## src/rtl/clk_div_multi_pkg.sv

```systemverilog
// Shared types and elaboration helpers for the multi-channel clock divider.
package clk_div_multi_pkg;

    typedef enum logic [0:0] {
        PARK = 1'b0,
        RUN  = 1'b1
    } ch_state_t;

    // Channel-select width; a single channel still gets a 1-bit select.
    function automatic int unsigned ch_w(input int unsigned n);
        return (n <= 32'd2) ? 32'd1 : unsigned'($clog2(n));
    endfunction

    function automatic int unsigned div_rst(input int unsigned freq_clk,
                                            input int unsigned freq_out);
        return freq_clk / freq_out / 32'd2;
    endfunction

endpackage

```

## src/rtl/clk_div_ch.sv

```systemverilog
// One divider channel: shadow/active half-period, down-counter, PARK/RUN state
// and registered clock, rise and fall strobes.
module clk_div_ch
    import clk_div_multi_pkg::*;
#(
    parameter int unsigned DIV_W   = 16,
    parameter int unsigned DIV_RST = 4
) (
    input  logic             clk_in,
    input  logic             aclr_n,
    input  logic             wr_i,
    input  logic [DIV_W-1:0] wr_div_i,
    input  logic             en_i,
    input  logic             sync_i,
    output logic             clk_out_o,
    output logic             rise_tick_o,
    output logic             fall_tick_o
);

    typedef logic [DIV_W-1:0] div_t;

    localparam div_t DivRst = div_t'(DIV_RST);
    localparam div_t DivOne = div_t'(1);

    ch_state_t state_q;
    div_t      cnt_q;
    div_t      shadow_q;
    div_t      active_q;
    logic      out_q;
    logic      rise_q;
    logic      fall_q;

    always_ff @(posedge clk_in or negedge aclr_n) begin
        if (!aclr_n) begin
            state_q  <= PARK;
            cnt_q    <= '0;
            shadow_q <= DivRst;
            active_q <= DivRst;
            out_q    <= 1'b0;
            rise_q   <= 1'b0;
            fall_q   <= 1'b0;
        end else begin
            rise_q <= 1'b0;
            fall_q <= 1'b0;
            // Shadow is only read from its register, so a write never bypasses
            // into a boundary happening on the same edge.
            if (wr_i) begin
                shadow_q <= (wr_div_i == '0) ? DivOne : wr_div_i;
            end
            if (sync_i) begin
                state_q <= PARK;
                out_q   <= 1'b0;
                cnt_q   <= '0;
            end else begin
                unique case (state_q)
                    PARK: begin
                        out_q <= 1'b0;
                        cnt_q <= '0;
                        if (en_i) begin
                            state_q  <= RUN;
                            active_q <= shadow_q;
                            cnt_q    <= shadow_q - DivOne;
                            out_q    <= 1'b1;
                            rise_q   <= 1'b1;
                        end
                    end
                    RUN: begin
                        if (cnt_q != '0) begin
                            cnt_q <= cnt_q - DivOne;
                        end else if (out_q) begin
                            out_q  <= 1'b0;
                            fall_q <= 1'b1;
                            if (!en_i) begin
                                state_q <= PARK;
                                cnt_q   <= '0;
                            end else begin
                                cnt_q <= active_q - DivOne;
                            end
                        end else if (!en_i) begin
                            state_q <= PARK;
                        end else begin
                            active_q <= shadow_q;
                            cnt_q    <= shadow_q - DivOne;
                            out_q    <= 1'b1;
                            rise_q   <= 1'b1;
                        end
                    end
                    default: state_q <= PARK;
                endcase
            end
        end
    end

    assign clk_out_o   = out_q;
    assign rise_tick_o = rise_q;
    assign fall_tick_o = fall_q;

endmodule

```

## src/rtl/clk_div_multi.sv

```systemverilog
// N_CH independent 50%-duty dividers with runtime half-period writes,
// per-channel enable and a global phase restart.
module clk_div_multi
    import clk_div_multi_pkg::*;
#(
    parameter  int unsigned FREQ_CLK = 2_000_000,
    parameter  int unsigned FREQ_OUT = 250_000,
    parameter  int unsigned N_CH     = 4,
    parameter  int unsigned DIV_W    = 16,
    localparam int unsigned CH_W     = ch_w(N_CH)
) (
    input  logic             clk_in,
    input  logic             aclr_n,
    input  logic             wr_en,
    input  logic [CH_W-1:0]  wr_ch,
    input  logic [DIV_W-1:0] wr_div,
    input  logic [N_CH-1:0]  ch_en,
    input  logic             sync,
    output logic [N_CH-1:0]  clk_out,
    output logic [N_CH-1:0]  rise_tick,
    output logic [N_CH-1:0]  fall_tick
);

    localparam int unsigned DIV_RST = div_rst(FREQ_CLK, FREQ_OUT);

    logic [N_CH-1:0] wr_sel;

    for (genvar i = 0; i < N_CH; i++) begin : g_ch
        // Out-of-range selects match no channel and are dropped.
        assign wr_sel[i] = wr_en && (int'(wr_ch) == i);

        clk_div_ch #(
            .DIV_W   (DIV_W),
            .DIV_RST (DIV_RST)
        ) u_ch (
            .clk_in      (clk_in),
            .aclr_n      (aclr_n),
            .wr_i        (wr_sel[i]),
            .wr_div_i    (wr_div),
            .en_i        (ch_en[i]),
            .sync_i      (sync),
            .clk_out_o   (clk_out[i]),
            .rise_tick_o (rise_tick[i]),
            .fall_tick_o (fall_tick[i])
        );
    end

endmodule

```

## config.mk

```make
export PLATFORM = sky130hd
export DESIGN_NAME = clk_div_multi
export DESIGN_NICKNAME = d
export VERILOG_FILES = /design/src/rtl/clk_div_multi_pkg.sv /design/src/rtl/clk_div_ch.sv /design/src/rtl/clk_div_multi.sv
export SDC_FILE = /design/constraint.sdc
export NUM_CORES = 1
export LEC_CHECK = 0
export ABC_CLOCK_PERIOD_IN_PS = 2700
export BUFFER_PORTS_ARGS = -buffer_cell sky130_fd_sc_hd__buf_2
export CAP_MARGIN = 20
export CORE_AREA = 2 2 192 194
export CTS_BUF_LIST = sky130_fd_sc_hd__clkbuf_4
export DETAILED_ROUTE_END_ITERATION = 10
export DIE_AREA = 0 0 194 196
export GPL_ROUTABILITY_DRIVEN = 0
export PLACE_DENSITY = 0.61
export SLEW_MARGIN = 0
export SYNTH_ARGS = -nofsm -noshare
export SYNTH_HDL_FRONTEND = slang
export SYNTH_SLANG_ARGS = --single-unit
```

## constraint.sdc

```tcl
create_clock -name clk_in -period 2.7 [get_ports clk_in]
set_clock_uncertainty 0.05 [all_clocks]
set_input_delay 0.405 -clock clk_in [delete_from_list [all_inputs] [get_ports clk_in]]
set_output_delay 0.405 -clock clk_in [all_outputs]
set_load 0.05 [all_outputs]
```

==> run metrics <==
outcome finished clean; pin count of the biggest net entering global routing 72; number of H-tree branching levels 2; worst-path fanout max 17; # setup viols final 0; fraction of the yosys area taken by sequential cells 41.92%; number of max-slew violations in the final report 0; floorplan row count 70; cell area after layout 14310 sq um; min-delay worst type input pin to flip-flop; final wirelength 32.52 mm; count of flip-flops with a built-in enable after synthesis 0; Filler Cells Inserted 3688; final period demand of the worst path 2.585 ns; number of top-level pins 38; Critical Path Sink Type flip-flop; overall via count from detail_route 10170; via density per instance 5.364; Crit path required time 3.21 ns; Pre-antenna DRT Iters 5; fraction of post-synthesis cell area in the top cell type by area 40.23%; # placed instances 1776; antenna violations before repair 1; Cell Count, Final, Fillers Out 1895; cells taking the most area after synthesis sky130_fd_sc_hd__dfrtp_1, sky130_fd_sc_hd__mux2_2, sky130_fd_sc_hd__xnor2_1; core region area 36080 sq um; overall die area 38020 sq um; NumNets Final 1423; Cell Area, Placed 13390 sq um; buffer depth of the longest clock path 3; wire length of the first global-routing pass 53.83 mm; worst hold path startpoint wr_div[10]; final routed DRC violation total 0; clock latency on the worst-skew pair 0.71 ns; FF+latch area 5215 sq um; port bufs 37; post-synthesis sequential element count 208; cell type with the largest total area after synthesis sky130_fd_sc_hd__dfrtp_1; post-synthesis instance total 1272; Peak VDD IR 397.4 uV; total CTS buffers 56; hold-critical path depth 2; Mapped Nets 1314; area used by multi-input combinational logic 6853 sq um; clock sink count 208; clock tree from TritonCTS built; max_cap viols 0; mean post-synth cell area 9.779 sq um; DR WL/cell 17.16 microns; DRC violation total after the first TritonRoute iteration 660; achievable clock frequency 0.3869 GHz; launching instance or port of the critical path g_ch[1].u_ch.cnt_q[10]$_DFFE_PN0P_; FF-to-FF path depth 6; chip width 194 microns; final period utilization 95.74%; Hold Path Sink g_ch[2].u_ch.shadow_q[10]$_DFFE_PN0P_; clk root buf sky130_fd_sc_hd__clkbuf_4; actual transition at the worst max-transition pin 0.8060 ns; data arrival time of the worst path 3.10 ns; netlist area before placement 12440 sq um; type of element launching the critical path flip-flop; vias in the first global route 10090; Die H 196 microns; power density over cell area 756.5 nW/um^2; leakage component of the power 0.005936 uW; reg-to-reg critical path endpoint g_ch[1].u_ch.active_q[13]$_DFFE_PN0P_; global-route usage over all layers 17.30%; Post-CTS Setup Bufs 0; type of the setup path with the least slack flip-flop to flip-flop; clock slew at the register clock pins of the worst setup and hold paths 0.06 ns; Final ANT Viol Nets 0; Synth Flop Type sky130_fd_sc_hd__dfrtp_1; worst rel slew slack 46.11%; ys async rst share 100.0%; reg2reg start g_ch[1].u_ch.cnt_q[10]$_DFFE_PN0P_; detailed-placement wirelength estimate 23.66 mm; Initial Util 34.47%; leftover overflow at the end of global routing 0; Area growth, synth to finish 15.01%; setup slack of the worst register-to-register path 0.12 ns; fraction of layout cells with a size suffix above 1 23.77%; final count of hold timing violations 0; synthesis warning total 0; number of distinct library cell variants in the gate-level netlist after synthesis 79
-- sequential cells by signal, indices dropped and copies added (netlist names) --
name and count:
g_ch.u_ch.rise_tick_o 4, g_ch.u_ch.state_q 4, g_ch.u_ch.active_q 64, g_ch.u_ch.cnt_q 64, g_ch.u_ch.fall_tick_o 4, g_ch.u_ch.clk_out_o 4
g_ch.u_ch.shadow_q 64
-- repair_timing --
| item | 4_1_cts | 5_1_grt |
|---|---|---|
| setup endpoints to repair | 0 | 25 |
| endpoints found under the hold margin | 100 | 0 |
| hold buffers | 15 | 0 |
| resized for setup | 0 | 10 |
-- logic make-up (layout without fill, tap and decap cells) --
group,Yosys count,count (layout),synth area share [%]
buffers and inverters,95,249,3.360
flip-flops,208,208,41.92
multiplexers,119,119,10.91
XOR/XNOR,156,156,10.98
AND/OR/NAND/NOR,450,450,18.46
other,0,1,0
AO/OA/AOI/OAI,228,228,12.75
adder cells (fa/ha/maj),16,16,1.609
-- worst max path at each step --
stage / end / slack (ns) / cells after the start
after CTS: g_ch[1].u_ch.active_q[13]$_DFFE_PN0P_ / 0.007 / 6
after global placement: g_ch[1].u_ch.active_q[14]$_DFFE_PN0P_ / 0.06 / 6
after global routing: g_ch[1].u_ch.cnt_q[10]$_DFFE_PN0P_ / -0.03 / 9
after detailed placement: g_ch[1].u_ch.active_q[11]$_DFFE_PN0P_ / 0.03 / 6
final: g_ch[1].u_ch.active_q[13]$_DFFE_PN0P_ / 0.12 / 6
after floorplan: g_ch[3].u_ch.active_q[10]$_DFFE_PN0P_ / 0.08 / 8
-- power breakdown --
| part | switching, uW | internal, uW | leakage (uW) |
|---|---|---|---|
| clock network | 1360 | 1500 | 0.000440 |
| logic | 1700 | 1630 | 0.00292 |
| registers | 843 | 3810 | 0.00257 |
-- cell type report --
type / count / area share [%]
Inverter: 40 / 1.050
Clock inverter: 13 / 0.3411
Timing Repair Buffer: 106 / 5.422
Multi-Input combinational cell: 969 / 47.90
Antenna cell: 1 / 0.01749
Clock buffer: 90 / 4.723
Tap cell: 468 / 4.093
Sequential cell: 208 / 36.45
-- worst max-delay path, cell delays in order, from the launching register on --
cell,delay (ns)
sky130_fd_sc_hd__dfrtp_1,0.40
sky130_fd_sc_hd__or4_1,0.63
sky130_fd_sc_hd__nor4b_4,0.38
sky130_fd_sc_hd__nand3_2,0.16
sky130_fd_sc_hd__o21ai_1,0.29
sky130_fd_sc_hd__nand2_4,0.22
sky130_fd_sc_hd__mux2_2,0.33
-- synth_stat cells, drive strengths merged, types with 5 or more instances --
library cell / instances
dfrtp: 200
nor2: 119
mux2: 115
nand2: 103
xnor2: 78
xor2: 78
nor3: 65
o21ai: 54
a21oi: 44
clkbuf: 38
inv: 38
nor4: 32
nand3: 23
o221ai: 21
or4: 21
o22ai: 20
buf: 17
ha: 16
or3: 15
a221oi: 12
a2bb2oi: 12
and3: 12
nand2b: 11
nor4b: 9
dfstp: 8
a211oi: 7
nand4: 7
nor3b: 6
o211ai: 6
a21o: 5
or4b: 5
-- cells in the final DEF (no fill, tap or decap), types with 5 or more instances in the layout --
master	instances
sky130_fd_sc_hd__dfrtp_1	200
sky130_fd_sc_hd__o21ai_0	52
sky130_fd_sc_hd__nand2b_1	10
sky130_fd_sc_hd__xor2_1	78
sky130_fd_sc_hd__clkinv_1	13
sky130_fd_sc_hd__o221ai_1	21
sky130_fd_sc_hd__clkbuf_4	90
sky130_fd_sc_hd__a21o_1	5
sky130_fd_sc_hd__a211oi_1	7
sky130_fd_sc_hd__a221oi_1	12
sky130_fd_sc_hd__nor2_1	119
sky130_fd_sc_hd__and3_1	12
sky130_fd_sc_hd__o22ai_1	20
sky130_fd_sc_hd__a21oi_1	43
sky130_fd_sc_hd__mux2_2	109
sky130_fd_sc_hd__or4_1	20
sky130_fd_sc_hd__inv_1	37
sky130_fd_sc_hd__xnor2_1	78
sky130_fd_sc_hd__dlygate4sd3_1	15
sky130_fd_sc_hd__nor3_1	64
sky130_fd_sc_hd__nand4_1	7
sky130_fd_sc_hd__buf_4	52
sky130_fd_sc_hd__ha_1	15
sky130_fd_sc_hd__nor4b_1	7
sky130_fd_sc_hd__a2bb2oi_1	12
sky130_fd_sc_hd__nand3_1	22
sky130_fd_sc_hd__buf_2	36
sky130_fd_sc_hd__dfstp_2	8
sky130_fd_sc_hd__or3_1	14
sky130_fd_sc_hd__nor3b_1	5
sky130_fd_sc_hd__nor4_1	30
sky130_fd_sc_hd__mux2_4	6
sky130_fd_sc_hd__nand2_1	101
sky130_fd_sc_hd__o211ai_1	6
-- per-layer routing --
metal	routed length [microns]	GRT usage, %
met1	15170	23.92
met2	14890	27.27
met3	1744	3.163
met4	716	5.948
met5	0	0
-- metrics by stage --
step                       TNS, ns  hold slack [ns]  power [uW]  setup WS (ns)  util [%]
after floorplan                  0          0.05941        6935        0.08437         -
after global placement           0           0.3699        7877        0.06333     37.10
after detailed placement         0           0.3703        7960        0.02758     37.10
after CTS                        0         0.006006       10900       0.007491     39.53
after global routing      -0.03155          0.02273       11610       -0.03155     39.65
final                            0          0.06035       10820         0.1151     39.65
Note: power is estimated with default switching activity, not from simulation.
